$ cat config.mk
export PLATFORM = sky130hd
export DESIGN_NAME = bin_to_bcd_seq
export DESIGN_NICKNAME = d
export VERILOG_FILES = /design/src/rtl/bin_to_bcd_seq_pkg.sv /design/src/rtl/bin_to_bcd_seq_bcd_digit_adj.sv /design/src/rtl/bin_to_bcd_seq.sv
export SDC_FILE = /design/constraint.sdc
export NUM_CORES = 1
export LEC_CHECK = 0
export ABC_CLOCK_PERIOD_IN_PS = 11800
export CAP_MARGIN = 10
export CORE_MARGIN = 1
export CORE_UTILIZATION = 40
export CTS_CLUSTER_DIAMETER = 40
export DETAILED_ROUTE_END_ITERATION = 7
export SYNTH_ARGS = -nofsm -noshare
export SYNTH_HDL_FRONTEND = slang
export SYNTH_SLANG_ARGS = --single-unit
$ cat constraint.sdc
create_clock -name clk -period 11.8 [get_ports clk]
set_input_delay 2.36 -clock clk [delete_from_list [all_inputs] [get_ports clk]]
set_output_delay 2.36 -clock clk [all_outputs]
set_load 0.03 [all_outputs]
$ cat src/rtl/bin_to_bcd_seq_pkg.sv
// Shared definitions for the sequential binary-to-BCD converter:
// FSM encoding, the BCD nine digit and the overflow bound helper.
package bin_to_bcd_seq_pkg;

  typedef enum logic [1:0] {
    IDLE    = 2'd0,
    CONVERT = 2'd1,
    FINISH  = 2'd2
  } state_e;

  localparam logic [3:0] BCD_NINE = 4'h9;

  // Largest value representable with the given number of BCD digits.
  function automatic logic [63:0] bcd_max(input int digits);
    logic [63:0] p;
    p = 64'd1;
    for (int i = 0; i < digits; i++) begin
      p = p * 64'd10;
    end
    return p - 64'd1;
  endfunction

endpackage

$ cat src/rtl/bin_to_bcd_seq_bcd_digit_adj.sv
// Double-dabble correction cell: adds 3 to a BCD digit that is 5 or more,
// so the following left shift carries correctly into the next digit.
module bcd_digit_adj (
  input  logic [3:0] digit_i,
  output logic [3:0] digit_o
);

  assign digit_o = (digit_i >= 4'd5) ? (digit_i + 4'd3) : digit_i;

endmodule

$ cat src/rtl/bin_to_bcd_seq.sv
// Sequential binary-to-BCD converter (shift-and-add-3, one bit per clock)
// with sign, overflow saturation and a latched display-mode flag.
module bin_to_bcd_seq
  import bin_to_bcd_seq_pkg::*;
#(
  parameter int DATA_W = 32,
  parameter int DIGITS = 4,
  parameter bit SIGNED = 1'b1
) (
  input  logic                  clk,
  input  logic                  reset,
  input  logic                  start,
  input  logic [DATA_W-1:0]     binary_in,
  input  logic                  mode_in,
  output logic                  busy,
  output logic                  done,
  output logic [4*DIGITS-1:0]   bcd_out,
  output logic                  neg,
  output logic                  ovf,
  output logic                  mode_out
);

  localparam int          BCD_W   = 4 * DIGITS;
  localparam int          CNT_W   = $clog2(DATA_W);
  localparam logic [63:0] MAX_VAL = bcd_max(DIGITS);
  localparam logic [BCD_W-1:0] BCD_SAT = {DIGITS{BCD_NINE}};

  state_e             state_q, state_d;
  logic [CNT_W-1:0]   cnt_q, cnt_d;
  logic [DATA_W-1:0]  shift_q, shift_d;
  logic [BCD_W-1:0]   acc_q, acc_d;
  logic [BCD_W-1:0]   acc_adj;
  logic               neg_pend_q, neg_pend_d;
  logic               ovf_pend_q, ovf_pend_d;
  logic               mode_pend_q, mode_pend_d;
  logic [BCD_W-1:0]   bcd_q, bcd_d;
  logic               neg_q, neg_d;
  logic               ovf_q, ovf_d;
  logic               mode_q, mode_d;
  logic               done_q, done_d;

  logic               in_neg;
  logic [DATA_W-1:0]  mag;

  assign in_neg = SIGNED && binary_in[DATA_W-1];
  // Magnitude is taken as unsigned, so the most negative input stays large and overflows.
  assign mag    = in_neg ? (~binary_in + DATA_W'(1)) : binary_in;

  for (genvar g = 0; g < DIGITS; g++) begin : g_adj
    bcd_digit_adj u_adj (
      .digit_i (acc_q[4*g +: 4]),
      .digit_o (acc_adj[4*g +: 4])
    );
  end

  always_comb begin
    state_d     = state_q;
    cnt_d       = cnt_q;
    shift_d     = shift_q;
    acc_d       = acc_q;
    neg_pend_d  = neg_pend_q;
    ovf_pend_d  = ovf_pend_q;
    mode_pend_d = mode_pend_q;
    bcd_d       = bcd_q;
    neg_d       = neg_q;
    ovf_d       = ovf_q;
    mode_d      = mode_q;
    done_d      = 1'b0;

    case (state_q)
      IDLE: begin
        if (start) begin
          neg_pend_d  = in_neg;
          mode_pend_d = mode_in;
          if (64'(mag) > MAX_VAL) begin
            ovf_pend_d = 1'b1;
            state_d    = FINISH;
          end else begin
            ovf_pend_d = 1'b0;
            shift_d    = mag;
            acc_d      = '0;
            cnt_d      = '0;
            state_d    = CONVERT;
          end
        end
      end
      CONVERT: begin
        {acc_d, shift_d} = {acc_adj, shift_q} << 1;
        cnt_d            = cnt_q + CNT_W'(1);
        if (cnt_q == CNT_W'(DATA_W - 1)) begin
          state_d = FINISH;
        end
      end
      FINISH: begin
        bcd_d   = ovf_pend_q ? BCD_SAT : acc_q;
        neg_d   = neg_pend_q;
        ovf_d   = ovf_pend_q;
        mode_d  = mode_pend_q;
        done_d  = 1'b1;
        state_d = IDLE;
      end
      default: state_d = IDLE;
    endcase
  end

  always_ff @(posedge clk) begin
    if (!reset) begin
      state_q     <= IDLE;
      cnt_q       <= '0;
      neg_pend_q  <= 1'b0;
      ovf_pend_q  <= 1'b0;
      mode_pend_q <= 1'b0;
      bcd_q       <= '0;
      neg_q       <= 1'b0;
      ovf_q       <= 1'b0;
      mode_q      <= 1'b0;
      done_q      <= 1'b0;
    end else begin
      state_q     <= state_d;
      cnt_q       <= cnt_d;
      neg_pend_q  <= neg_pend_d;
      ovf_pend_q  <= ovf_pend_d;
      mode_pend_q <= mode_pend_d;
      bcd_q       <= bcd_d;
      neg_q       <= neg_d;
      ovf_q       <= ovf_d;
      mode_q      <= mode_d;
      done_q      <= done_d;
    end
  end

  // Datapath registers carry no reset; they are always reloaded before use.
  always_ff @(posedge clk) begin
    shift_q <= shift_d;
    acc_q   <= acc_d;
  end

  assign busy     = (state_q == CONVERT);
  assign done     = done_q;
  assign bcd_out  = bcd_q;
  assign neg      = neg_q;
  assign ovf      = ovf_q;
  assign mode_out = mode_q;

endmodule
### Word level (Yosys, flattened, before mapping)

Index checks and enable logic that the tools add are counted.
Widths: inputs -> output; s select.

* $add $sub $neg: 6
* $mul: 0
* div/mod/pow operators: 0
* order comparisons: 5
* eq/ne operators: 6
* shift operators: 0
* mux-type cells: 21
* bitwise operators: 1
* reductions and logical operators: 5

Operators by type and width (number)
* $mux 32: 3
* $pmux 32 s2: 1
* $mux 16: 3
* $add 32x1->32 const B: 1
* $gt 32x14->1 const B: 1
* $not 32->32: 1
* $pmux 16 s2: 1
* $ge 4x3->1 const B: 4
* $add 4x2->4 const B: 3
* $mux 4: 3
* $mux 5: 2
* $pmux 5 s2: 1
* $mux 2: 3
* $add 5x1->5 const B: 1
* $eq 5x5->1 const B: 1
* $ne 2x2->1 const B: 2
* $pmux 2 s2: 1
* $reduce_and 2->1: 2
* $add 3x2->3 const B: 1
* $mux 3: 1
* $reduce_and 3->1: 1
* $eq 2x1->1 const B: 1
* $eq 2x2->1 const B: 1
* $logic_not 2->1: 1
* other kinds (3): 4

* flip-flop bits (word level): 78
* latch bits: 0
* memory bits (writable): 0
* ROM bits: 0
* input bits: 36
* output and inout port bits: 21
* logic and storage cells: 56
* memories kept: 0

### Longest topological paths before layout

* depth in word-level cells: 7
* depth in mapped cells: 10
* depth with buffers taken out: 10

### Cells and area by module

A second synthesis with hierarchy kept.

* cell total of the unflattened synthesis: 489
* area total of the unflattened synthesis: 4655.7 µm²

By module, submodules not included
* bin_to_bcd_seq: times used 1, cells an instance 425, area each 4250.3 µm², seq. area each 2042.0 µm²
* bcd_digit_adj: times used 4, cells an instance 16, area each 101.3 µm², seq. area each 0.0 µm²

### Worst setup path before layout

Ideal clock, no wire load.

* path kind: input-to-reg
* start point: in binary_in[8]
* end point: reg acc_q[0], enable pin
* library setup time: 0.408 ns
* data arrival time: 6.043 ns
* data required time: 11.392 ns
* slack: 5.349 ns
* stages on the path: 9
* buffers on the path: 1
* path through: buf_6 or3_1 or4_4 or4_1 mux2i_1 a311o_2 or2_1 nor3_1 or2_1

* word-level cells in the longest chain between the ends: 6

Ends and longest elaborated chain
* from (decl): RTL line bin_to_bcd_seq.sv:13 `input logic [DATA_W-1:0] binary_in,`
* $not 32->32: RTL line bin_to_bcd_seq.sv:47 `assign mag = in_neg ? (~binary_in + DATA_W'(1)) : binary_in;`
* $add 32x1->32: RTL line bin_to_bcd_seq.sv:47
* $mux 32 *: RTL line bin_to_bcd_seq.sv:47
* $gt 32x14->1 *: RTL line bin_to_bcd_seq.sv:75 `if (64'(mag) > MAX_VAL) begin`
* $ne 2x2->1 (no line) *
* $reduce_and 3->1 (no line) *
* to (signal assigned): RTL line bin_to_bcd_seq.sv:135 `acc_q <= acc_d;`
* to (decl): RTL line bin_to_bcd_seq.sv:31 `logic [BCD_W-1:0] acc_q, acc_d;`

Mark *: on every way between the ends. The rest lies on a longest branch, timed or not.
A chain may end at the register's enable or synchronous reset.

### Final worst setup path

* start point: in binary_in[5]
* end point: reg acc_q[8], enable pin

Same word-level chain as after synthesis.

==> reports/qor.yml <==
drtIter0Drc: 232
antenna_found_initial: 0
rsz0062_at_grt: "no"
drive_above_1_share_pct: 7.84
synth_area_sq_mm: 0.00482
fin_crit_ns: 6.70
die_w_um: 112
core_area_sq_mm: 0.0116
powerDensity_mw_per_mm2: 117
holdBufCountCts: 0
grt_pass1_wl_um: 19000
finClkSkew_ns: 0.00592
maxCapViolCount: 0
postCtsSetupBuffers: 0
crit_required_ns: 11.75
synth-edff-count: 48
cp-end-kind: "flip-flop"
cts_buffers: 9
cts.repair.resized: 0
clockBufferDepth: 2
avgRoutedWirePerCell_um: 15.8
worstPathArrival_ns: 6.65
via_per_inst: 5.55
relSlewSlack_pct: 23.2
initial_core_util_pct: 41.7
io_pins: 57
clkLatencyLatePin_ns: 0.34
area_growth_pct: 18.5
hold_ws_ns: 0.460
power.total_mw: 0.667
crit_fanout: 48
netlist_instances: 534
insertedDiodeCount: 0
final.period_utilization_pct: 56.7
overflow: 0
cp_num_buf_inv: 1
grt_pass1_vias: 3794
setup_tns_ns: 0
p_leak_nw: 1.92
synth-seq-cells: 78
stdcell_count: 717
final-hold-violation-count: 0
slowest_delay_ns: 0.95
htree_num_levels: 3
cp_slowest_cell: "or2_2"
die_h_um: 112
seq_area_frac_synth_pct: 42.4
cts.sinks: 78
routed_wirelength_um: 11400
critPathTopFamily: "simple AND/OR/NAND/NOR gates"
hold_class: "flip-flop to flip-flop"
path_cells: "clkdlybuf4s50_1 > nor4_2 > nand2_1 > or4_1 > mux2i_1 > a311o_2 > or2_1 > nor3_1 > or2_2"
cts_tree: "done"
hpwl_um: 7960
start_kind: "input port"
num_vias: 3982
tightest_slew_ns: 1.15
place.gp.congestion: 0.866
grt_max_degree: 54
clockRootBuffer: "clkbuf_16"
finish.utilization_pct: 49.4
setup_viol: 0
report.final.slew_viol_count: 0
outcome: "finished, violations left"
synth_nets: 581
synth_cell_type_count: 67
firstDrtPassIters: 8
synth_warnings: 0
final_antenna_net_count: 0
violations: "design-rule violations"
place_area_sq_mm: 0.00539
path_class: "input port to flip-flop"
ys.flop_type: "edfxtp_1"
design_area_sq_mm: 0.00571
rows: 39
route.detailed.drc: 4
grt_use_total_pct: 19.1
ir_worst_vdd_mv: 0.0697
placed_cells: 701
dp_slack_ns: 4.73
die-area_sq_mm: 0.0125
clkTransAtPathRegs_ns: 0.06
fmax_ghz: 0.149
syn_area_per_cell_sq_um: 9.02
fin_nets: 616
async_flop_share_pct: 0
port_buffers: 56
layout_setup_ws_ns: 5.10
==> layout by cell type, fill, tap and decap left out, types with 3 or more instances in the layout <==
| cell | count |
|---|---|
| edfxtp_1 | 48 |
| or4_1 | 9 |
| inv_1 | 13 |
| o41ai_1 | 4 |
| dfxtp_1 | 30 |
| buf_4 | 4 |
| a311oi_1 | 3 |
| nor3b_1 | 8 |
| or4_4 | 3 |
| nor3_1 | 26 |
| nor2_1 | 46 |
| nand2_1 | 68 |
| xnor2_1 | 9 |
| and3_1 | 4 |
| or2_2 | 4 |
| nor4_1 | 7 |
| o21ai_0 | 38 |
| clkbuf_16 | 11 |
| mux2i_1 | 4 |
| o41ai_2 | 3 |
| clkdlybuf4s50_1 | 56 |
| o31ai_1 | 7 |
| ha_1 | 11 |
| nand3b_1 | 6 |
| xor2_1 | 29 |
| a21boi_0 | 13 |
| or3_1 | 10 |
| nand2b_1 | 11 |
| nand3_1 | 16 |
| a31oi_1 | 3 |
| a21oi_1 | 23 |
| nand4_1 | 5 |
==> kinds of logic (layout without fill, tap and decap cells) <==
family	after synthesis	count (layout)	synth area share, %
buf+inv	50	90	5.19
xor+xnor	38	38	6.91
flops	78	78	42.4
mux	5	5	1.06
compound gates	111	111	15.6
fa+ha+maj	11	11	2.86
simple gates	241	241	26.0
==> state kept, by name, summed over array words and instances, names as in the netlist <==
register / count
shift_q: 32
bcd_out: 16
mode_pend_q: 1
neg: 1
neg_pend_q: 1
cnt_q: 5
state_q: 2
done: 1
mode_out: 1
ovf_pend_q: 1
acc_q: 16
ovf: 1
==> where the power goes <==
group          switching (mW)  total [mW]  internal (mW)  leakage [nW]
registers             0.00335       0.297          0.294         0.704
logic                  0.0450      0.0804         0.0354          1.05
clock network           0.114       0.289          0.176         0.160
total                   0.162       0.667          0.505          1.92
==> per-layer routing <==
| metal | wire length [um] | global-route usage (%) | up-vias |
|---|---|---|---|
| met4 | 141 | 5.86 | 0 |
| met5 | 0 | 0 | - |
| met2 | 5280 | 31.4 | 104 |
| met3 | 463 | 3.86 | 12 |
| li1 | - | - | 2013 |
| met1 | 5460 | 25.2 | 1853 |
==> synthesized netlist by cell type (all sizes together), types with 6 or more instances <==
cell    number  area [sq um]
nand3b       6          45.0
a21boi      13          97.6
edfxtp      48          1440
nor3        26           130
inv         13          48.8
nand2       68           255
o41ai        7          83.8
ha          11           138
buf          7          43.8
or3         12          77.6
or4         13           110
nor2        46           173
dfxtp       30           601
nand2b      11          68.8
o21ai       38           190
nor4         9          68.8
xnor2        9          78.8
xor2        29           254
o31ai        7          52.6
clkbuf      28           143
nand3       16          80.1
a21oi       23           115
nor3b        9          72.6
==> layout make-up <==
class	instances	area (sq um)
Multi-Input combinational cell	406	2520
Fill cell	1109	5850
Timing Repair Buffer	60	591
Tap cell	143	179
Sequential cell	78	2040
Clock inverter	4	32.5
Inverter	14	52.6
Clock buffer	12	289
==> path summary, 6_finish.rpt <==
path / slack, ns / startpoint / depth (start not counted) / endpoint
max: 5.10 / binary_in[5] / 9 / acc_q[8]$_SDFFCE_PN0P_
min: 0.46 / mode_pend_q$_SDFFE_PN0P_ / 2 / mode_out$_SDFFE_PN0P_
max reg2reg: 8.99 / state_q[0]$_SDFFE_PN0P_ / 5 / acc_q[8]$_SDFFCE_PN0P_
min reg2reg: 0.46 / mode_pend_q$_SDFFE_PN0P_ / 2 / mode_out$_SDFFE_PN0P_
==> worst reg2reg max path, stage by stage (launching register included) <==
cell,delay (ns)
dfxtp_1,0.52
nand2b_1,0.09
buf_4,0.27
clkinv_1,0.13
buf_4,0.39
or2_2,0.99
Note: power is estimated with default switching activity, not from simulation.
